## config.mk

```make
export PLATFORM = sky130hd
export DESIGN_NAME = sig_mult_seq
export DESIGN_NICKNAME = d
export VERILOG_FILES = /design/src/rtl/fpu_pkg.sv /design/src/rtl/sig_mult_seq.sv
export SDC_FILE = /design/constraint.sdc
export NUM_CORES = 1
export LEC_CHECK = 0
export ABC_AREA = 1
export CAP_MARGIN = 15
export CORE_MARGIN = 1.5
export CORE_UTILIZATION = 50
export CTS_CLUSTER_SIZE = 25
export DETAILED_ROUTE_END_ITERATION = 7
export PLACE_DENSITY_LB_ADDON = 0.05
export SLEW_MARGIN = 30
export SYNTH_ARGS = -nofsm -noshare
export SYNTH_HDL_FRONTEND = slang
export SYNTH_SLANG_ARGS = --single-unit
```

## constraint.sdc

```tcl
create_clock -name clk -period 4.65 [get_ports clk]
set_clock_uncertainty 0.05 [all_clocks]
set_input_delay 0.6975 -clock clk [delete_from_list [all_inputs] [get_ports clk]]
set_output_delay 0.6975 -clock clk [all_outputs]
set_load 0.02 [all_outputs]
```

## src/rtl/fpu_pkg.sv

```systemverilog
// rtl/fpu_pkg.sv - shared FPU format defaults, derived widths and sequencer state
package fpu_pkg;

    localparam int FPU_NEXP = 8;
    localparam int FPU_NSIG = 7;
    localparam int FPU_W    = FPU_NSIG + 1;
    localparam int FPU_PW   = 2 * FPU_NSIG + 2;

    typedef enum logic [1:0] {
        IDLE = 2'd0,
        BUSY = 2'd1,
        DONE = 2'd2
    } seq_state_t;

    function automatic int cnt_width(input int w);
        return (w > 1) ? $clog2(w) : 1;
    endfunction

endpackage

```

## src/rtl/sig_mult_seq.sv

```systemverilog
// rtl/sig_mult_seq.sv - iterative shift-and-add significand multiplier producing pSig
// Optional early exit on an exhausted multiplier: define SIG_MULT_EARLY_EXIT_EN
module sig_mult_seq
    import fpu_pkg::*;
#(
    parameter int NEXP = FPU_NEXP,
    parameter int NSIG = FPU_NSIG
) (
    input  logic                clk,
    input  logic                rst_n,
    input  logic                in_valid,
    output logic                in_ready,
    input  logic [NSIG:0]       a_sig,
    input  logic [NSIG:0]       b_sig,
    output logic                out_valid,
    input  logic                out_ready,
    output logic [2*NSIG+1:0]   pSig,
    output logic                norm_hi
);

    localparam int W  = NSIG + 1;
    localparam int PW = 2 * W;
    localparam int CW = cnt_width(W);

    // NEXP only keeps the parameter list uniform across the FPU units.
    if (NEXP > 0) begin : g_nexp_carried
    end

    seq_state_t         r_state;
    logic [W-1:0]       r_a;
    logic [PW:0]        r_p;
    logic [CW-1:0]      r_cnt;
    logic               r_in_ready;
    logic               r_out_valid;
    logic [PW-1:0]      r_psig;
    logic               r_norm_hi;

    logic [W:0]         w_sum;
    logic [PW-1:0]      w_p_next;
    logic [PW-1:0]      w_p_final;
    logic               w_last;
    logic               w_finish;

    // Upper half plus carry accumulates; the multiplier drains out of the low half.
    assign w_sum    = r_p[PW:W] + (r_p[0] ? {1'b0, r_a} : '0);
    assign w_p_next = {w_sum, r_p[W-1:1]};
    assign w_last   = (r_cnt == CW'(W - 1));

`ifdef SIG_MULT_EARLY_EXIT_EN
    logic [CW-1:0]      w_rem;
    logic [W-1:0]       w_mask;
    logic               w_early;

    // Remaining steps would only add zero, so a single shift finishes the product.
    assign w_rem     = CW'(W - 1) - r_cnt;
    assign w_mask    = ~({W{1'b1}} << w_rem);
    assign w_early   = ((w_p_next[W-1:0] & w_mask) == '0);
    assign w_finish  = w_last | w_early;
    assign w_p_final = w_p_next >> w_rem;
`else
    assign w_finish  = w_last;
    assign w_p_final = w_p_next;
`endif

    always_ff @(posedge clk or negedge rst_n) begin
        if (!rst_n) begin
            r_state     <= IDLE;
            r_a         <= '0;
            r_p         <= '0;
            r_cnt       <= '0;
            r_in_ready  <= 1'b1;
            r_out_valid <= 1'b0;
            r_psig      <= '0;
            r_norm_hi   <= 1'b0;
        end else begin
            case (r_state)
                IDLE: begin
                    if (in_valid) begin
                        r_a        <= a_sig;
                        r_p        <= {(W + 1)'(0), b_sig};
                        r_cnt      <= '0;
                        r_in_ready <= 1'b0;
                        r_state    <= BUSY;
                    end
                end
                BUSY: begin
                    r_p   <= {1'b0, w_p_next};
                    r_cnt <= r_cnt + CW'(1);
                    if (w_finish) begin
                        r_psig      <= w_p_final;
                        r_norm_hi   <= w_p_final[PW-1];
                        r_out_valid <= 1'b1;
                        r_state     <= DONE;
                    end
                end
                DONE: begin
                    if (out_ready) begin
                        r_out_valid <= 1'b0;
                        r_in_ready  <= 1'b1;
                        r_state     <= IDLE;
                    end
                end
                default: begin
                    r_state     <= IDLE;
                    r_in_ready  <= 1'b1;
                    r_out_valid <= 1'b0;
                end
            endcase
        end
    end

    assign in_ready  = r_in_ready;
    assign out_valid = r_out_valid;
    assign pSig      = r_psig;
    assign norm_hi   = r_norm_hi;

endmodule

```

==> flow_summary.toml <==
[run_status]
status = "finished, final reports clean"

[setup_path]
arrival_worst_endpoint_ns = 1.42
path_class = "reg -> out"
critical_path_peak_fanout = 2
timing.critical_path.slowest_stage_cell = "clkdlybuf4s50_1"
worst_path_dominant_cell_family = "buffers and inverters"
cp_num_buf_inv = 1
worst_setup_path_end_kind = "output pin"
required_ns = 3.90
max_stage_delay_ns = 0.59
critical_path.cell_chain = "clkdlybuf4s50_1"
worstSetupStartpointType = "flip-flop"

[sta]
final-setup-viol-count = 0
worst_slew_pin_slew_ns = 0.588
fmaxAchievable_ghz = 0.461
worst_slack_ns = 2.48
fin_tns_setup_ns = 0
grt_setup_unrepaired = "no"
relSlewSlack_pct = 60.8
timing.final.hold_violations = 0
final_min_period_over_clock_period_pct = 46.7
report.final.slew_viol_count = 0
period_minus_slack_ns = 2.17

[synth]
yosys_warnings = 0
synth_seq_area_share_pct = 47.3
post_synthesis_cell_area_um2 = 2490
synth_cell_types = 34
syn-instance-count = 259
synth.ff_latch_count = 47
syn-num-nets = 290
syn_area_per_cell_um2 = 9.61

[floorplanning]
coreArea_um2 = 4750
floorplan_die_width_um = 73.6
design.portCount = 39
row_count = 25
starting_density_of_the_core_pct = 52.4
die_height_um = 73.6
die-area_um2 = 5410

[clock_tree]
max-clock-path-buffers = 2
cts_hold_repair.buffers = 0
clk_pin_slew_ns = 0.08
worst_skew_pair.late_latency_ns = 0.30
cts.repair.resized = 0
clock_sink_count = 47
cts_root_buffer = "clkbuf_8"
cts_setup_buffers = 0
maximum_level_of_the_cts_h_tree = 2
tritoncts_buffers = 5
cts_tree = "built"

[flow_run]
drv_cap = 0

[drt]
final_antenna_net_count = 0
avgRoutedWirePerCell_um = 11.9
drc = 0
detail_route.iter0.violations = 89
dr_total_vias = 1759
detail_route.first_pass.iterations = 4
vias_per_cell = 4.85
wl_mm = 4.31

[power_and_ir_drop]
vdd_ir_drop_max_mv = 0.355
power_frac_comb_pct = 54.8
p_sw_w = 0.000925
cell_internal_pwr_w = 0.00122
power_density_nw_per_um2 = 732
share_clk_of_total_power_pct = 11.9
switching_power_as_a_share_of_total_power_pct = 43.1
cellLeakagePower_nw = 1.49
flop_pwr_share_pct = 33.3

[final_layout]
finalNetCount = 326
antenna_cells_inserted = 0
layout_commonest_cell = "nand2_1"
area_growth_pct = 17.8
drive_above_1_share_pct = 16.6
layout.core_utilization_pct = 61.7
mostFrequentLayoutCells = "nand2_1, dfrtp_1, clkdlybuf4s50_1"

[global_routing]
grt_pass1_wl_mm = 7.62
grt_util_all_layers_pct = 18.7
antenna_found_initial = 0
number_of_global_route_vias_before_repair = 1706
grt_max_degree = 48
grt-ovfl-total = 0

[placement]
port-buffer-count = 38
gpl.final_weighted_congestion = 0.845
place.detailed.hpwl_mm = 3.06
detailedPlace.worstSlack_ns = 2.52

[min_path]
hold_path.class = "in -> async"
-- sequential cells by signal (all words and copies together) (netlist names) --
| name | count |
|---|---|
| r_cnt | 3 |
| r_state | 2 |
| norm_hi | 1 |
| out_valid | 1 |
| r_a | 8 |
| pSig | 15 |
| r_p | 16 |
| in_ready | 1 |
-- cell usage after synthesis --
master    number  area, um2
nand3_1       16       80.1
nand2_4        1       11.3
inv_1         29        109
inv_2          2       7.51
inv_4          2       12.5
mux2_2         4       45.0
o21ai_2       12        105
dfstp_2        1       26.3
nor2_4         1       11.3
o22ai_1        1       6.26
mux2_4         4       60.1
nand3b_1       2       15.0
nand2_8        1       20.0
nand3_4        1       17.5
nor3_2         5       50.1
inv_6          1       8.76
buf_2          1       5.00
dfrtp_1       46       1150
buf_12         2       40.0
buf_6          5       56.3
a21oi_1        5       25.0
nor2_1        10       37.5
buf_4          1       7.51
a22o_1         2       17.5
xnor2_1        1       8.76
ha_1          10        125
o21ai_1        3       15.0
fa_1           1       20.0
a21o_1         1       7.51
o211ai_1       2       15.0
o21ai_0        3       15.0
or2_2          1       6.26
nand2_1       77        289
a211oi_2       5       62.6
-- stage by stage --
step / total power, W / hold WS (ns) / area (um2) / instances
floorplan: 0.00166 / 0.352 / 2490 / 259
global placement: 0.00188 / 0.413 / 2840 / 355
detailed placement: 0.00191 / 0.416 / 2840 / 355
CTS: 0.00217 / 0.363 / 2930 / 363
global route: 0.00234 / 0.404 / 2930 / 363
finish: 0.00215 / 0.343 / 2930 / 363
-- cells by family (layout without fill, tap and decap cells) --
logic type,after synthesis,count (layout),synth area share (%)
compound gates,34,34,10.8
buf+inv,43,80,9.90
mux,8,8,4.22
fa+ha+maj,11,11,5.83
simple gates,115,115,21.6
flops,47,47,47.3
xor+xnor,1,1,0.352
-- worst paths after layout --
check | from | end | slack [ns] | cells past startpoint
hold / removal | rst_n | pSig[6] | 0.34 | 1
setup reg to reg | r_p[0] | r_p[15] | 2.63 | 12
setup / recovery | in_ready | in_ready | 2.48 | 1
min in group clk | pSig[12] | pSig[12] | 0.43 | 2
hold reg to reg | pSig[12] | pSig[12] | 0.43 | 2
max in group asynchronous | rst_n | pSig[9] | 3.81 | 1
-- layout make-up --
cell class	count	area, um2
well taps	67	83.8
multi-input cells	169	1070
fillers	445	1820
flip-flops and latches	47	1180
clock buffers	7	86.3
repair buffers	38	378
clock inverters	1	5.00
inverters	34	138
-- power groups by stage --
| stage | combinational [W] | sequential (W) | clock (W) |
|---|---|---|---|
| after floorplan | 0.000882 | 0.000779 | 0 |
| after global placement | 0.00116 | 0.000717 | 0 |
| after detailed placement | 0.00118 | 0.000723 | 0 |
| after CTS | 0.00119 | 0.000716 | 0.000264 |
| after global routing | 0.00133 | 0.000738 | 0.000275 |
| final | 0.00118 | 0.000715 | 0.000255 |
-- layer usage --
| metal | global-route usage (%) | wire length (um) | up-vias | part of all wire (%) |
|---|---|---|---|---|
| met2 | 27.6 | 1790 | 40 | 42 |
| met1 | 26.2 | 2260 | 805 | 53 |
| met3 | 3.43 | 160 | 9 | 3.7 |
| met5 | 0 | 0 | - | 0 |
| met4 | 9.47 | 93 | 0 | 2.2 |
| li1 | - | - | 905 | - |
Power figures use the tool's default switching activity.
